<file path="src/rtl/boot_select.sv">
// boot_select: warmboot image selector with a button-driven select mode and flash-lock handshake.
// Optional build macro BOOT_LONG_PRESS_EN: a long hold in select mode commits the current image.
`timescale 1ns/1ps
module boot_select #(
    parameter int N_IMG   = 4,
    parameter int DEF_IMG = 2,
    parameter int SEL_IMG = 1,
    parameter int TMR_W   = 24,
    parameter int REARM_W = 18,
    parameter int LONG_W  = 24
) (
    input  logic       clk,
    input  logic       rst,
    input  logic       btn_v,
    input  logic       fl_rdy,
    output logic       fl_go,
    output logic       boot,
    output logic [1:0] boot_sel,
    output logic       sel_active,
    output logic       fl_skip,
    output logic [2:0] dbg_state
);

    typedef enum logic [2:0] {
        START    = 3'd0,
        WAIT     = 3'd1,
        SEL      = 3'd2,
        SEL_WAIT = 3'd3,
        LOCK     = 3'd4,
        BOOT     = 3'd5
    } state_t;

    localparam logic [1:0] LAST_IMG = 2'(N_IMG - 1);

    state_t           state, state_n;
    logic [TMR_W-1:0] timer;
    logic             btn_q;
    logic             press;
    logic             tick;
    logic             long_hit;
    state_t           commit_state;
    logic [1:0]       next_img;

    // A press is the released->pressed transition of the filtered level.
    assign press        = btn_q & ~btn_v;
    assign tick         = (state == SEL_WAIT) ? timer[REARM_W-1] : timer[TMR_W-1];
    assign commit_state = fl_skip ? BOOT : LOCK;
    assign next_img     = (boot_sel == LAST_IMG) ? 2'd0 : boot_sel + 2'd1;

`ifdef BOOT_LONG_PRESS_EN
    logic [LONG_W-1:0] long_cnt;

    assign long_hit = long_cnt[LONG_W-1];

    always_ff @(posedge clk or posedge rst) begin
        if (rst) begin
            long_cnt <= '0;
        end else if (!btn_v && (state == SEL || state == SEL_WAIT)) begin
            long_cnt <= long_cnt + LONG_W'(1);
        end else begin
            long_cnt <= '0;
        end
    end
`else
    // LONG_W only sizes the long-press counter, which is absent in this build.
    logic unused_long_w;

    assign long_hit      = 1'b0;
    assign unused_long_w = (LONG_W > 0);
`endif

    always_ff @(posedge clk or posedge rst) begin
        if (rst) begin
            state <= START;
        end else begin
            state <= state_n;
        end
    end

    always_comb begin
        state_n = state;
        case (state)
            START:    state_n = btn_v ? LOCK : WAIT;
            WAIT:     if (btn_v) state_n = SEL_WAIT;
            SEL: begin
                if (press)         state_n = SEL_WAIT;
                else if (long_hit) state_n = commit_state;
                else if (tick)     state_n = commit_state;
            end
            SEL_WAIT: begin
                if (long_hit)  state_n = commit_state;
                else if (tick) state_n = SEL;
            end
            LOCK:     if (fl_rdy) state_n = BOOT;
            BOOT:     state_n = BOOT;
            default:  state_n = START;
        endcase
    end

    always_ff @(posedge clk or posedge rst) begin
        if (rst) begin
            btn_q    <= 1'b1;
            timer    <= '0;
            boot     <= 1'b0;
            fl_go    <= 1'b0;
            boot_sel <= 2'(DEF_IMG);
            fl_skip  <= 1'b0;
        end else begin
            btn_q <= btn_v;
            timer <= (!btn_v || tick) ? '0 : timer + TMR_W'(1);
            boot  <= boot | (state == BOOT);
            fl_go <= (state_n == LOCK) && (state != LOCK);
            // Image index is frozen outside WAIT/SEL, so LOCK and BOOT never see it move.
            if (state == WAIT) begin
                boot_sel <= 2'(SEL_IMG);
            end else if (state == SEL && press) begin
                boot_sel <= next_img;
                if (boot_sel == 2'd0) fl_skip <= 1'b1;
            end
        end
    end

    assign sel_active = (state == WAIT) || (state == SEL) || (state == SEL_WAIT);
    assign dbg_state  = state;

endmodule

</file>
<file path="config.mk">
export PLATFORM = sky130hd
export DESIGN_NAME = boot_select
export DESIGN_NICKNAME = d
export VERILOG_FILES = /design/src/rtl/boot_select.sv
export SDC_FILE = /design/constraint.sdc
export NUM_CORES = 1
export LEC_CHECK = 0
export ABC_AREA = 1
export CORE_ASPECT_RATIO = 1.1
export CORE_MARGIN = 3
export CORE_UTILIZATION = 58
export CTS_CLUSTER_DIAMETER = 50
export CTS_CLUSTER_SIZE = 20
export DETAILED_ROUTE_END_ITERATION = 6
export PLACE_DENSITY = 0.85
export SLEW_MARGIN = 20
export SYNTH_ARGS = -nofsm -noshare
export SYNTH_HDL_FRONTEND = slang
export SYNTH_SLANG_ARGS = --single-unit
</file>
<file path="constraint.sdc">
create_clock -name clk -period 1.6 [get_ports clk]
set_input_delay 0.16 -clock clk [delete_from_list [all_inputs] [get_ports clk]]
set_output_delay 0.16 -clock clk [all_outputs]
set_load 0.005 [all_outputs]
</file>
==> summary.txt, run 1 <==
status = completed
Synth Area per Inst = 7.36 sq um
first-pass GRT wire length = 6.92 mm
final wirelength = 4.07 mm
die span in y = 66.3 um
RR Endpoint = timer[8]$_DFF_PP0_
Top-Level Pins = 13
Area Growth Syn to Fin = 16.3%
RSZ-0062 raised after global routing = false
R2R cell count = 9
Core ar. = 3100 sq um
Worst-Skew Late Latency = 0.33 ns
drt first pass iters = 4
flops & latches, synth = 33
Reg power frac = 40.5%
gr usage total = 23.2%
Worst R2R Setup Slack = 0.10 ns
number of diodes = 0
WP depth = 1
drc violations = 0
worst endpoint required time = 1.44 ns
worst-path fanout max = 3
pwr dens = 1130 nW/um^2
largest net degree at the start of global routing = 25
crit path to = boot_sel[1]
Slew headroom = 71.0%
Period minus WS final = 1.54 ns
slew at the pin closest to its max-slew limit = 0.434 ns
min-delay worst type = primary input to asynchronous set/reset pin
worst hold slack = 0.120 ns
Setup Skew = 0.00538 ns
initial antenna violation count = 0
sw power = 777 uW
GP Congestion = 0.987
DIE AREA = 4030 sq um
Synth Cell Area = 1910 sq um
Post-DP HPWL = 2.99 mm
Max Cap Viol = 0
CP startpoint = boot_sel[1]$_DFFE_PP1P_
synthesized net count = 267
Worst path max stage delay = 0.56 ns
Initial Util = 61.7%
Crit path max-delay family = flip-flops
final setup fails = 0
vias in the first global route = 1610
Nets = 294
Root Buffer = clkbuf_4
Slowest cell on crit path = dfstp_2
P_leak = 0.966 nW
1st-iter DRT viols = 95
crit path DAT = 1.38 ns
pre-CTS setup slack = 0.0659 ns
Crit path buffers/inverters = 1
Comb pwr share = 33.5%
H-tree Lvls = 2
cell count after synthesis = 260
layout cells sized above 1 = 16.3%
Via density = 5.23
setup ws final = 0.0611 ns
Wirelength per Cell = 12.6 um
CP cell instances = clkdlybuf4s50_1
CP Launch Type = register
Rows = 21
Final Hold Viols = 0
Peak VDD IR = 0.516 mV
Die Width = 60.8 um
cts hold-fix bufs = 0
gr ovfl total = 0
Synth Warn # = 0
clock sink count = 33
clock share of power = 26.0%
Worst-path clk slew = 0.10 ns
Highest Clock Rate = 0.650 GHz
cts bufs inserted = 5
routed vias = 1685
sequential area share after synthesis = 43.3%
WS Path Type = register to primary output
Filler cells = 260
period utilisation layout = 96.2%
RR Startpoint = dbg_state[2]$_DFF_PP0_
maximum clock path buffer count = 2
Setup TNS Final = 0 ns
Unique masters post-synth = 27
IO buf count = 12
CTS tree = yes
Int Pwr = 1.74 mW
Routed Antenna Nets = 0
Max Slew Vio Count = 0
Worst setup EP type = primary output
switch share = 30.8%
[synth_stat cells (all sizes together)]
cell type | instances | share of area, %
o211ai | 1 | 0.39
a31o | 2 | 0.92
o22ai | 1 | 0.33
nor2 | 61 | 15
dfrtp | 31 | 41
o21bai | 1 | 0.39
ha | 3 | 2.0
buf | 2 | 1.6
o21ai | 6 | 1.6
nand2 | 83 | 17
nor3 | 7 | 1.8
nand3 | 12 | 3.4
a21oi | 9 | 2.4
xnor2 | 3 | 1.4
xor2 | 2 | 0.92
dfstp | 2 | 2.7
inv | 31 | 6.2
nand4 | 3 | 0.98
[power groups by stage]
stage | Combinational, mW | Sequential [mW] | Clock (mW)
after global placement | 0.659 | 1.07 | 0
after floorplan | 0.414 | 1.05 | 0
after detailed placement | 0.669 | 1.08 | 0
after global routing | 0.926 | 1.03 | 0.706
final | 0.844 | 1.02 | 0.656
after CTS | 0.834 | 1.02 | 0.666
[state kept, by name, indices dropped and copies added (netlist names)]
signal     count
timer         24
dbg_state      3
boot_sel       2
boot           1
btn_q          1
fl_go          1
fl_skip        1
[kinds of logic after synthesis]
| family | synth area share (%) |
|---|---|
| AOI/OAI and AO/OA | 5.95 |
| xor gates and xnor gates | 2.29 |
| adders and majority gates | 1.96 |
| buffers and inverters | 7.84 |
| DFF | 43.3 |
| and+or+nand+nor | 38.7 |
[per-stage QoR]
step                util, %  instances  instance area (sq um)  power (mW)
floorplan                 -        260                   1910        1.46
global placement       67.4        308                   2090        1.73
detailed placement     67.4        308                   2090        1.75
CTS                    71.7        322                   2220        2.52
global route           71.8        322                   2230        2.66
finish                 71.8        322                   2230        2.52
[placed cells by master, fill, tap and decap left out, types with 2 or more instances in the layout]
master / count
ha_1: 3
nor2_1: 46
inv_2: 2
o21ai_0: 6
a21oi_1: 9
nand2_2: 4
nand4_1: 3
dfstp_2: 2
dfrtp_2: 2
nor2_2: 11
clkdlybuf4s50_1: 11
nor3_1: 7
clkbuf_4: 5
nand3_1: 11
dfrtp_1: 29
nand2_1: 78
xor2_1: 2
inv_1: 28
nor2_4: 3
buf_4: 9
xnor2_1: 3
a31o_2: 2
[cell type report]
cell class                 count  area [sq um]  share of cell area (%)
timing repair buffer          22           210                    9.44
sequential                    33           831                    37.3
tap                           34          42.5                    1.91
inverter                      31           119                    5.34
clock buffer                   7          55.1                    2.47
clock inverter                 1          30.0                    1.35
multi-input combinational    194           938                    42.2
[repair_timing]
action | 4_1_cts | 5_1_grt
setup endpoints to repair | 1 | 1
setup buffers | 6 | 0
gates resized for setup | 3 | 1
hold endpoints to repair | 0 | 0
[layer usage]
metal | global-route usage (%) | vias to the layer above | wire length (um)
met4 | 11.9 | 0 | 76
li1 | - | 859 | -
met3 | 4.10 | 11 | 139
met2 | 39.2 | 46 | 2110
met1 | 27.4 | 769 | 1750
met5 | 0 | - | 0
[worst min-delay path by stage]
stage | start | to
floorplan | btn_v | btn_q$_DFF_PP1_
global placement | boot$_DFF_PP0_ | boot$_DFF_PP0_
detailed placement | boot$_DFF_PP0_ | boot$_DFF_PP0_
CTS | rst | fl_go$_DFF_PP0_
global route | rst | boot$_DFF_PP0_
finish | rst | boot$_DFF_PP0_
Power figures use the tool's default switching activity.
==> inputs of run 2 (changes only) <==
- CAP_MARGIN: unset -> 20
==> results of run 2 <==
The final DEF is identical to that of run 1; final timing and power are the same.
==> inputs of run 3 (changes only) <==
- CTS_CLUSTER_SIZE: 20 -> 12
- HOLD_SLACK_MARGIN: unset -> 0.15
==> summary.txt, run 3 (synthesized netlist as in run 1, its figures left out) <==
R2R cell count = 9 (unchanged)
pre-CTS setup slack = 0.0659 ns (unchanged)
Final Hold Viols = 0 (unchanged)
CP cell instances = clkdlybuf4s50_1 (unchanged)
first-pass GRT wire length = 6.92 mm (unchanged)
Post-DP HPWL = 2.99 mm (unchanged)
RSZ-0062 raised after global routing = false (unchanged)
placed cell count = 308 (unchanged)
Worst-path clk slew = 0.10 ns (about the same)
final setup fails = 0 (unchanged)
DIE AREA = 4030 sq um (unchanged)
GRT met1 Usage = 27.4% (unchanged)
Largest register FFs = 24 (unchanged)
Max Cap Viol = 0 (unchanged)
drc violations = 0 (unchanged)
1st-iter DRT viols = 106 (was 95)
worst endpoint required time = 1.44 ns (about the same)
Rows = 21 (unchanged)
period utilisation layout = 96.3% (was 96.2%)
Peak VDD IR = 0.517 mV (was 0.516 mV)
hold depth = 1
Routed Antenna Nets = 0 (unchanged)
Top-Level Pins = 13 (unchanged)
routed vias = 1673 (was 1685)
post-layout util = 72.1% (was 71.8%)
Initial Util = 61.7% (unchanged)
M2 GR Usage = 39.2% (unchanged)
setup ws final = 0.0595 ns (was 0.0611 ns)
post-route insts no fill = 323 (was 322)
number of diodes = 0 (unchanged)
Die Width = 60.8 um (unchanged)
worst-path fanout max = 3 (unchanged)
gr usage total = 23.2% (unchanged)
H-tree Lvls = 2 (unchanged)
crit path DAT = 1.38 ns (about the same)
min-delay worst type = primary input to register (was primary input to asynchronous set/reset pin)
commonest non-fill, non-tap cell in the layout = nand2_1 (unchanged)
IO buf count = 12 (unchanged)
WP depth = 1 (unchanged)
Via density = 5.18 (was 5.23)
largest net degree at the start of global routing = 25 (unchanged)
maximum clock path buffer count = 2 (unchanged)
cts bufs inserted = 5 (unchanged)
status = completed (unchanged)
slew at the pin closest to its max-slew limit = 0.436 ns (was 0.434 ns)
Max Slew Vio Count = 0 (unchanged)
drt first pass iters = 4 (unchanged)
CTS tree = yes (unchanged)
gr ovfl total = 0 (unchanged)
Period minus WS final = 1.54 ns (about the same)
initial antenna violation count = 0 (unchanged)
Worst path max stage delay = 0.56 ns (about the same)
Core ar. = 3100 sq um (unchanged)
Setup Skew = 0.00735 ns (was 0.00538 ns)
Setup TNS Final = 0 ns (unchanged)
Wirelength per Cell = 12.7 um (was 12.6 um)
vias in the first global route = 1610 (unchanged)
Slew headroom = 70.9% (was 71.0%)
Worst setup EP type = primary output (unchanged)
clock sink count = 33 (unchanged)
CP Launch Type = register (unchanged)
Crit path max-delay family = flip-flops (unchanged)
largest register by flop count = timer (unchanged)
Crit path buffers/inverters = 1 (unchanged)
met3 GRT Util = 4.10% (unchanged)
Root Buffer = clkbuf_4 (unchanged)
WS Path Type = register to primary output (unchanged)
commonest non-fill, non-tap cells in the layout = nand2_1 (78), nor2_1 (46), dfrtp_1 (29) (unchanged)
Area Growth Syn to Fin = 16.8% (was 16.3%)
Filler cells = 259 (was 260)
GP Congestion = 0.987 (unchanged)
global route hottest layer = met2 (unchanged)
Highest Clock Rate = 0.649 GHz (was 0.650 GHz)
final wirelength = 4.09 mm (was 4.07 mm)
Worst-Skew Late Latency = 0.33 ns (about the same)
Slowest cell on crit path = dfstp_2 (unchanged)
layout cells sized above 1 = 16.3% (about the same)
pwr dens = 1130 nW/um^2 (about the same)
die span in y = 66.3 um (unchanged)
P_leak = 0.971 nW (was 0.966 nW)
Nets = 295 (was 294)
[run 3: what timing repair did]
item,CTS,global route
hold buffers,1,0
setup endpoints to repair,1,1
buffers inserted,6,0
gates cloned,0,0
gates resized for setup,3,1
endpoints found under the hold margin,7,0
[run 3: final timing paths]
kind                                              start                   to  slack (ns)
worst max-delay path            boot_sel[1]$_DFFE_PP1P_          boot_sel[1]        0.06
worst min-delay path                              btn_v      btn_q$_DFF_PP1_        0.30
worst max register to register   dbg_state[2]$_DFF_PP0_   timer[8]$_DFF_PP0_        0.10
worst min register to register           boot$_DFF_PP0_       boot$_DFF_PP0_        0.48
max in group asynchronous                           rst  timer[17]$_DFF_PP0_        0.46
min in group asynchronous                           rst       boot$_DFF_PP0_        0.67
[run 3: cell type report]
cell class                      instances  area, sq um  share of cell area [%]
Sequential cell                        33          831                    37.2
Clock inverter                          1         30.0                    1.34
Clock buffer                            7         55.1                    2.46
Tap cell                               34         42.5                    1.90
Multi-Input combinational cell        194          938                    42.0
Timing Repair Buffer                   23          220                    9.85
Inverter                               31          119                    5.32
[run 3: metrics by stage]
| step | power [mW] | cell area (sq um) | hold WS (ns) |
|---|---|---|---|
| floorplan | 1.46 | 1910 | 0.164 |
| global placement | 1.73 | 2090 | 0.458 |
| detailed placement | 1.75 | 2090 | 0.462 |
| CTS | 2.52 | 2230 | 0.285 |
| global route | 2.67 | 2240 | 0.299 |
| finish | 2.52 | 2240 | 0.297 |
[run 3: layer usage]
layer  share of wire [%]  vias to the layer above
li1                    -                      863
met1                  43                      767
met2                  52                       41
met3                 3.8                        2
met4                0.42                        0
met5                   0                        -
[run 3: where the power goes]
group          internal [mW]  switching [mW]
Sequential             0.943          0.0769
Clock                  0.373           0.281
Combinational          0.428           0.420
[run 3: worst register-to-register path: stages (launching register included)]
cell and delay [ns]:
dfrtp_1 0.40, inv_2 0.09, buf_4 0.12, buf_4 0.11, nand3_2 0.06, nand2_2 0.07, nand2_4 0.09, nor2_8 0.18
inv_4 0.14, nor3_1 0.17
